### config.mk
export PLATFORM = sky130hd
export DESIGN_NAME = uart_tx_arbiter
export DESIGN_NICKNAME = d
export VERILOG_FILES = /design/src/rtl/uart_pkg.sv /design/src/rtl/rr_pick.sv /design/src/rtl/uart_tx_arbiter.sv
export SDC_FILE = /design/constraint.sdc
export NUM_CORES = 1
export LEC_CHECK = 0
export ABC_AREA = 1
export CORE_ASPECT_RATIO = 1.4
export CORE_UTILIZATION = 42
export CTS_BUF_LIST = sky130_fd_sc_hd__clkbuf_4
export DETAILED_ROUTE_END_ITERATION = 8
export PLACE_DENSITY = 0.82
export SLEW_MARGIN = 25
export SYNTH_ARGS = -nofsm -noshare
export SYNTH_HDL_FRONTEND = slang
export SYNTH_SLANG_ARGS = --single-unit
### constraint.sdc
create_clock -name clk -period 2.4 [get_ports clk]
set_clock_uncertainty 0.05 [all_clocks]
set_input_delay 0.36 -clock clk [delete_from_list [all_inputs] [get_ports clk]]
set_output_delay 0.36 -clock clk [all_outputs]
set_load 0.005 [all_outputs]
### src/rtl/uart_pkg.sv
// Shared types and constants for the UART transmit arbiter.
// The HDR state is always declared; it is reachable only when UART_TX_ARBITER_HDR_EN is defined.
package uart_pkg;

   typedef enum logic [1:0] {
      IDLE = 2'd0,
      HDR  = 2'd1,
      DATA = 2'd2
   } arb_state_t;

   localparam logic [3:0] ARB_HDR_TAG = 4'hA;

endpackage

### src/rtl/rr_pick.sv
// Combinational round-robin picker: first set request at or above ptr, wrapping at NUM_REQ.
// Works for non-power-of-2 NUM_REQ by using explicit modular addition instead of bit rotation.
module rr_pick #(
   parameter int NUM_REQ = 4,
   parameter int IW      = $clog2(NUM_REQ)
) (
   input  logic [NUM_REQ-1:0] req,
   input  logic [IW-1:0]      ptr,
   output logic               found,
   output logic [IW-1:0]      idx
);

   logic [NUM_REQ-1:0] w_rot;
   logic [IW-1:0]      w_k;

   function automatic logic [IW-1:0] wrap_add(input logic [IW-1:0] a, input logic [IW-1:0] b);
      logic [IW:0] s;
      s = {1'b0, a} + {1'b0, b};
      if (s >= (IW+1)'(NUM_REQ)) begin
         s = s - (IW+1)'(NUM_REQ);
      end else begin
         s = s;
      end
      return s[IW-1:0];
   endfunction

   // rotate requests so that position 0 corresponds to ptr
   always_comb begin
      w_rot = '0;
      for (int k = 0; k < NUM_REQ; k++) begin
         w_rot[k] = req[wrap_add(ptr, IW'(k))];
      end
   end

   // lowest rotated index wins: scan downward so the last hit is the smallest
   always_comb begin
      w_k = '0;
      for (int k = NUM_REQ - 1; k >= 0; k--) begin
         w_k = w_rot[k] ? IW'(k) : w_k;
      end
      found = |w_rot;
      idx   = wrap_add(ptr, w_k);
   end

endmodule

### src/rtl/uart_tx_arbiter.sv
// Round-robin arbiter sharing one uart_tx byte port among NUM_REQ packet streams.
// Optional per-grant header byte enabled by defining UART_TX_ARBITER_HDR_EN.
module uart_tx_arbiter
   import uart_pkg::*;
#(
   parameter int NUM_REQ   = 4,
   parameter int MAX_BURST = 16
) (
   input  logic                         clk,
   input  logic                         areset_n,
   input  logic [NUM_REQ-1:0]           req_valid,
   input  logic [NUM_REQ*8-1:0]         req_data,
   input  logic [NUM_REQ-1:0]           req_last,
   output logic [NUM_REQ-1:0]           req_ready,
   output logic                         tx_valid,
   output logic [7:0]                   tx_data,
   input  logic                         tx_ready,
   output logic [$clog2(NUM_REQ)-1:0]   grant_id,
   output logic                         busy
);

   localparam int IW  = $clog2(NUM_REQ);
   localparam int BCW = $clog2(MAX_BURST + 1);

   arb_state_t     r_state;
   arb_state_t     w_state_nxt;
   logic [IW-1:0]  r_grant;
   logic [IW-1:0]  w_grant_nxt;
   logic [IW-1:0]  r_rr_ptr;
   logic [IW-1:0]  w_rr_ptr_nxt;
   logic [BCW-1:0] r_burst_cnt;
   logic [BCW-1:0] w_burst_cnt_nxt;
   logic           r_busy;
   logic           w_found;
   logic [IW-1:0]  w_idx;
   logic [IW-1:0]  w_grant_inc;
   logic           w_xfer;

   rr_pick #(
      .NUM_REQ (NUM_REQ),
      .IW      (IW)
   ) u_rr_pick (
      .req   (req_valid),
      .ptr   (r_rr_ptr),
      .found (w_found),
      .idx   (w_idx)
   );

   assign w_grant_inc = (r_grant == IW'(NUM_REQ - 1)) ? {IW{1'b0}} : (r_grant + IW'(1));
   assign w_xfer      = tx_valid && tx_ready;
   assign grant_id    = r_grant;
   assign busy        = r_busy;

   // next-state, counter updates and the combinational DATA-path mux
   always_comb begin
      w_state_nxt     = r_state;
      w_grant_nxt     = r_grant;
      w_rr_ptr_nxt    = r_rr_ptr;
      w_burst_cnt_nxt = r_burst_cnt;
      tx_valid        = 1'b0;
      tx_data         = 8'h00;
      req_ready       = '0;
      case (r_state)
         IDLE: begin
            if (w_found) begin
               w_grant_nxt     = w_idx;
               w_burst_cnt_nxt = '0;
`ifdef UART_TX_ARBITER_HDR_EN
               w_state_nxt     = HDR;
`else
               w_state_nxt     = DATA;
`endif
            end else begin
               w_state_nxt     = IDLE;
            end
         end
         HDR: begin
`ifdef UART_TX_ARBITER_HDR_EN
            tx_valid = 1'b1;
            tx_data  = {ARB_HDR_TAG, 4'(r_grant)};
            if (tx_ready) begin
               w_state_nxt = DATA;
            end else begin
               w_state_nxt = HDR;
            end
`else
            w_state_nxt = IDLE;
`endif
         end
         DATA: begin
            tx_valid           = req_valid[r_grant];
            tx_data            = req_data[{r_grant, 3'b000} +: 8];
            req_ready[r_grant] = tx_ready;
            if (w_xfer) begin
               w_burst_cnt_nxt = r_burst_cnt + BCW'(1);
               // packet end and burst limit on the same byte release only once
               if (req_last[r_grant] || (r_burst_cnt == BCW'(MAX_BURST - 1))) begin
                  w_state_nxt  = IDLE;
                  w_rr_ptr_nxt = w_grant_inc;
               end else begin
                  w_state_nxt  = DATA;
               end
            end else begin
               w_state_nxt = DATA;
            end
         end
         default: begin
            w_state_nxt = IDLE;
         end
      endcase
   end

   // state, grant, pointer and counter registers; busy decoded from next state
   always_ff @(posedge clk or negedge areset_n) begin
      if (!areset_n) begin
         r_state     <= IDLE;
         r_grant     <= '0;
         r_rr_ptr    <= '0;
         r_burst_cnt <= '0;
         r_busy      <= 1'b0;
      end else begin
         r_state     <= w_state_nxt;
         r_grant     <= w_grant_nxt;
         r_rr_ptr    <= w_rr_ptr_nxt;
         r_burst_cnt <= w_burst_cnt_nxt;
         r_busy      <= (w_state_nxt != IDLE);
      end
   end

endmodule
==> summary.txt <==
Global routing
  • Grt met3 use: 4.64%
  • Vias in the first global route: 1,441
  • First-pass GRT wire length: 5840 um
  • GRT Overall Usage: 24.8%
  • Gr busiest metal: met2
  • Largest net degree at the start of global routing: 22
  • Congestion Overflow GR: 0
  • Initial antenna violation count: 0
  • Met1 GRT Util: 26.6%
  • Met2 GRT Util: 47.5%

Routing
  • Detailed Route WL: 3310 um
  • Final ANT Viol Nets: 0
  • Drt drc: 0
  • Post-DR vias/cell: 4.86
  • Initial DRT Pass Iterations: 4
  • Total number of vias: 1,488
  • Avg WL per Cell: 10.8 um
  • DRT iter0 DRCs: 30

Clock tree
  • Root buf cell: clkbuf_4
  • Clk Latency, worst-skew pair: 0.27 ns
  • Maximum clock path buffer count: 2
  • Worst-path clk slew: 0.07 ns
  • Post-CTS Hold Fix Bufs: 0
  • H-tree Lvls: 1
  • Clk sinks: 10
  • TritonCTS clock tree: built
  • Num CTS Buffers: 3

Placed design
  • Post-DP HPWL: 2680 um
  • Placed instance count: 302
  • Setup Slack @ Placement: 0.191 ns
  • Port Buffers: 58
  • Gp weighted congestion: 0.835

Finish
  • Commonest non-fill, non-tap cell in the layout: clkdlybuf4s50_1
  • FILL cells: 266
  • Syn-to-layout area delta: 52.9%
  • Final core occ: 70.1%
  • Share of cells above drive strength 1: 13.0%
  • N_diodes: 0
  • Fin cells: 306
  • Layout Nets: 322
  • Leading cell types in the layout, fill and taps excluded: 58 x clkdlybuf4s50_1, 56 x nand2_1, 44 x nor2_1

Power
  • Sw Pwr: 907 uW
  • Sw Ratio: 48.3%
  • P per Cell Area: 992 nW/um2
  • Leak: 0.899 nW
  • Peak supply drop: 0.608 mV
  • Comb pwr share: 75.9%
  • Reg power frac: 18.0%
  • Internal power: 969 uW
  • Clock power frac: 6.1%

Run
  • Max Cap Viol: 0

STA
  • Fin Setup TNS: 0 ns
  • RSZ-0062 raised after global routing: no
  • Final Hold Viols: 0
  • Fmax: 0.444 GHz
  • Hold slack: 0.360 ns
  • Least-Margin Pin Slew: 0.483 ns
  • Crit path time final: 2.25 ns
  • Finish-stage setup viols: 0
  • Tcrit/Tclk final: 93.9%
  • Rel. slew slack: 67.8%
  • Setup ws final: 0.146 ns
  • Final Max Slew Viols: 0

Yosys
  • Synth warnings: 0
  • Syn nets: 262
  • Cell count after synthesis: 212
  • Largest family of logic cells by synthesized area: simple AND/OR/NAND/NOR gates
  • FF+latch count, synth: 10
  • Synth unique cells: 26
  • Sequential share of the synthesized area: 20.2%
  • Simple-gate share of the synthesized area: 47.4%
  • Syn Area/Cell: 5.83 um2
  • Post-Synth XOR/XNOR Area: 0.709%
  • Netlist Area Pre-Place: 1240 um2
  • Multiplexer area fraction after synthesis: 0%
  • Adder-cell area share of the yosys netlist: 7.09%
  • Synth Area in Compound Gates: 13.0%

Die
  • I/O pin cnt: 59
  • Starting Density: 45.8%
  • Die Width: 47.9 um
  • # rows: 22
  • Die area: 3170 um2
  • Core ar.: 2700 um2
  • Die Y: 66.2 um

Critical path
  • CP peak stage delay: 0.55 ns
  • Crit-path leading delay family: buffers and inverters
  • CP Cell Sequence: buf_12, nor2_1, nor2_1, o21ai_0, a21oi_1, clkdlybuf4s50_1
  • Kind of critical path: reg -> out
  • Most used cell, CP: nor2_1
  • Critical Path RT: 1.99 ns
  • CP Max Fanout: 13
  • WP buf/inv: 2
  • Worst Path Arrival: 1.84 ns
  • Cell at the slowest stage of the critical path: clkdlybuf4s50_1
  • CP startpoint kind: flop
  • Worst setup EP type: output port

Min path
  • Hold Path Class: in -> async

Run status
  • Status: completed
==> flip-flops by register name, indices dropped and copies added (netlist names) <==
| signal | flops |
|---|---|
| r_burst_cnt | 5 |
| grant_id | 2 |
| busy | 1 |
| r_rr_ptr | 2 |
==> synthesized netlist by cell type <==
cell type  number  area, um2
dfrtp_1        10        250
o21ai_0        18       90.1
o21ai_1         2       10.0
nor2_4          1       11.3
nor2_1         44        165
clkinv_1        1       3.75
buf_2           2       10.0
inv_2           2       7.51
nand4_1         1       6.26
inv_4           1       6.26
nand3_1        11       55.1
inv_8           1       11.3
nand2_1        56        210
clkbuf_1        2       7.51
inv_1          16       60.1
o211ai_1        2       15.0
nor2_2          3       18.8
ha_1            7       87.6
nand2_2        14       87.6
buf_6           2       22.5
or2_2           2       12.5
xnor2_1         1       8.76
buf_4           2       15.0
nand2_4         1       11.3
nand3b_1        1       7.51
a21oi_1         9       45.0
==> final timing paths <==
path | start | end | slack, ns | cells past startpoint
max | grant_id[0] | tx_data[4] | 0.15 | 6
min | areset_n | busy | 0.36 | 1
max reg2reg | r_rr_ptr[0] | grant_id[1] | 0.45 | 14
min reg2reg | r_burst_cnt[4] | r_burst_cnt[4] | 0.46 | 2
max in group asynchronous | areset_n | grant_id[0] | 1.60 | 1
min in group clk | r_burst_cnt[4] | r_burst_cnt[4] | 0.46 | 2
==> kinds of logic after synthesis <==
logic type | after synthesis
simple gates | 134
fa+ha+maj | 7
buf+inv | 29
flops | 10
xor+xnor | 1
compound gates | 31
==> per-layer routing <==
metal | vias to the layer above | routed length, um
met3 | 4 | 135
met5 | - | 0
li1 | 783 | -
met4 | 0 | 21
met1 | 653 | 1310
met2 | 48 | 1850
==> through the flow <==
stage | area (um2) | total power [mW]
5_1_grt | 1890 | 2.12
3_3_place_gp | 1850 | 1.73
2_1_floorplan | 1240 | 1.23
4_1_cts | 1870 | 1.87
3_5_place_dp | 1850 | 1.75
6_report | 1890 | 1.88
==> power by group through the flow <==
stage          Combinational [mW]  Sequential, mW  Clock (mW)
4_1_cts                      1.43           0.326       0.115
3_3_place_gp                 1.40           0.325           0
3_5_place_dp                 1.42           0.328           0
2_1_floorplan               0.957           0.277           0
6_report                     1.42           0.337       0.115
5_1_grt                      1.65           0.345       0.125
==> timing repair <==
item / CTS / global route
gates resized for setup: 0 / 5
buffers inserted: 0 / 1
setup endpoints to repair: 0 / 11
==> area by class of cell <==
| cell class | instances | area, um2 | share of cell area, % |
|---|---|---|---|
| clock buffer | 3 | 22.5 | 1.19 |
| inverter | 21 | 95.1 | 5.03 |
| multi-input combinational | 173 | 842 | 44.5 |
| sequential | 10 | 251 | 13.3 |
| tap | 36 | 45.0 | 2.38 |
| timing repair buffer | 63 | 634 | 33.6 |
==> worst register-to-register path, stage by stage, from the launching register on <==
cell and delay, ns:
dfrtp_1 0.64, inv_8 0.09, nand2_2 0.10, nand2_1 0.05
nand2_1 0.05, nand2_1 0.07, a21oi_1 0.14, nor2_1 0.05
ha_1 0.18, xnor2_1 0.17, inv_1 0.06, nand2_1 0.06
nand2_1 0.04, nand2_1 0.05, nand2_1 0.04
Power figures use the tool's default switching activity.
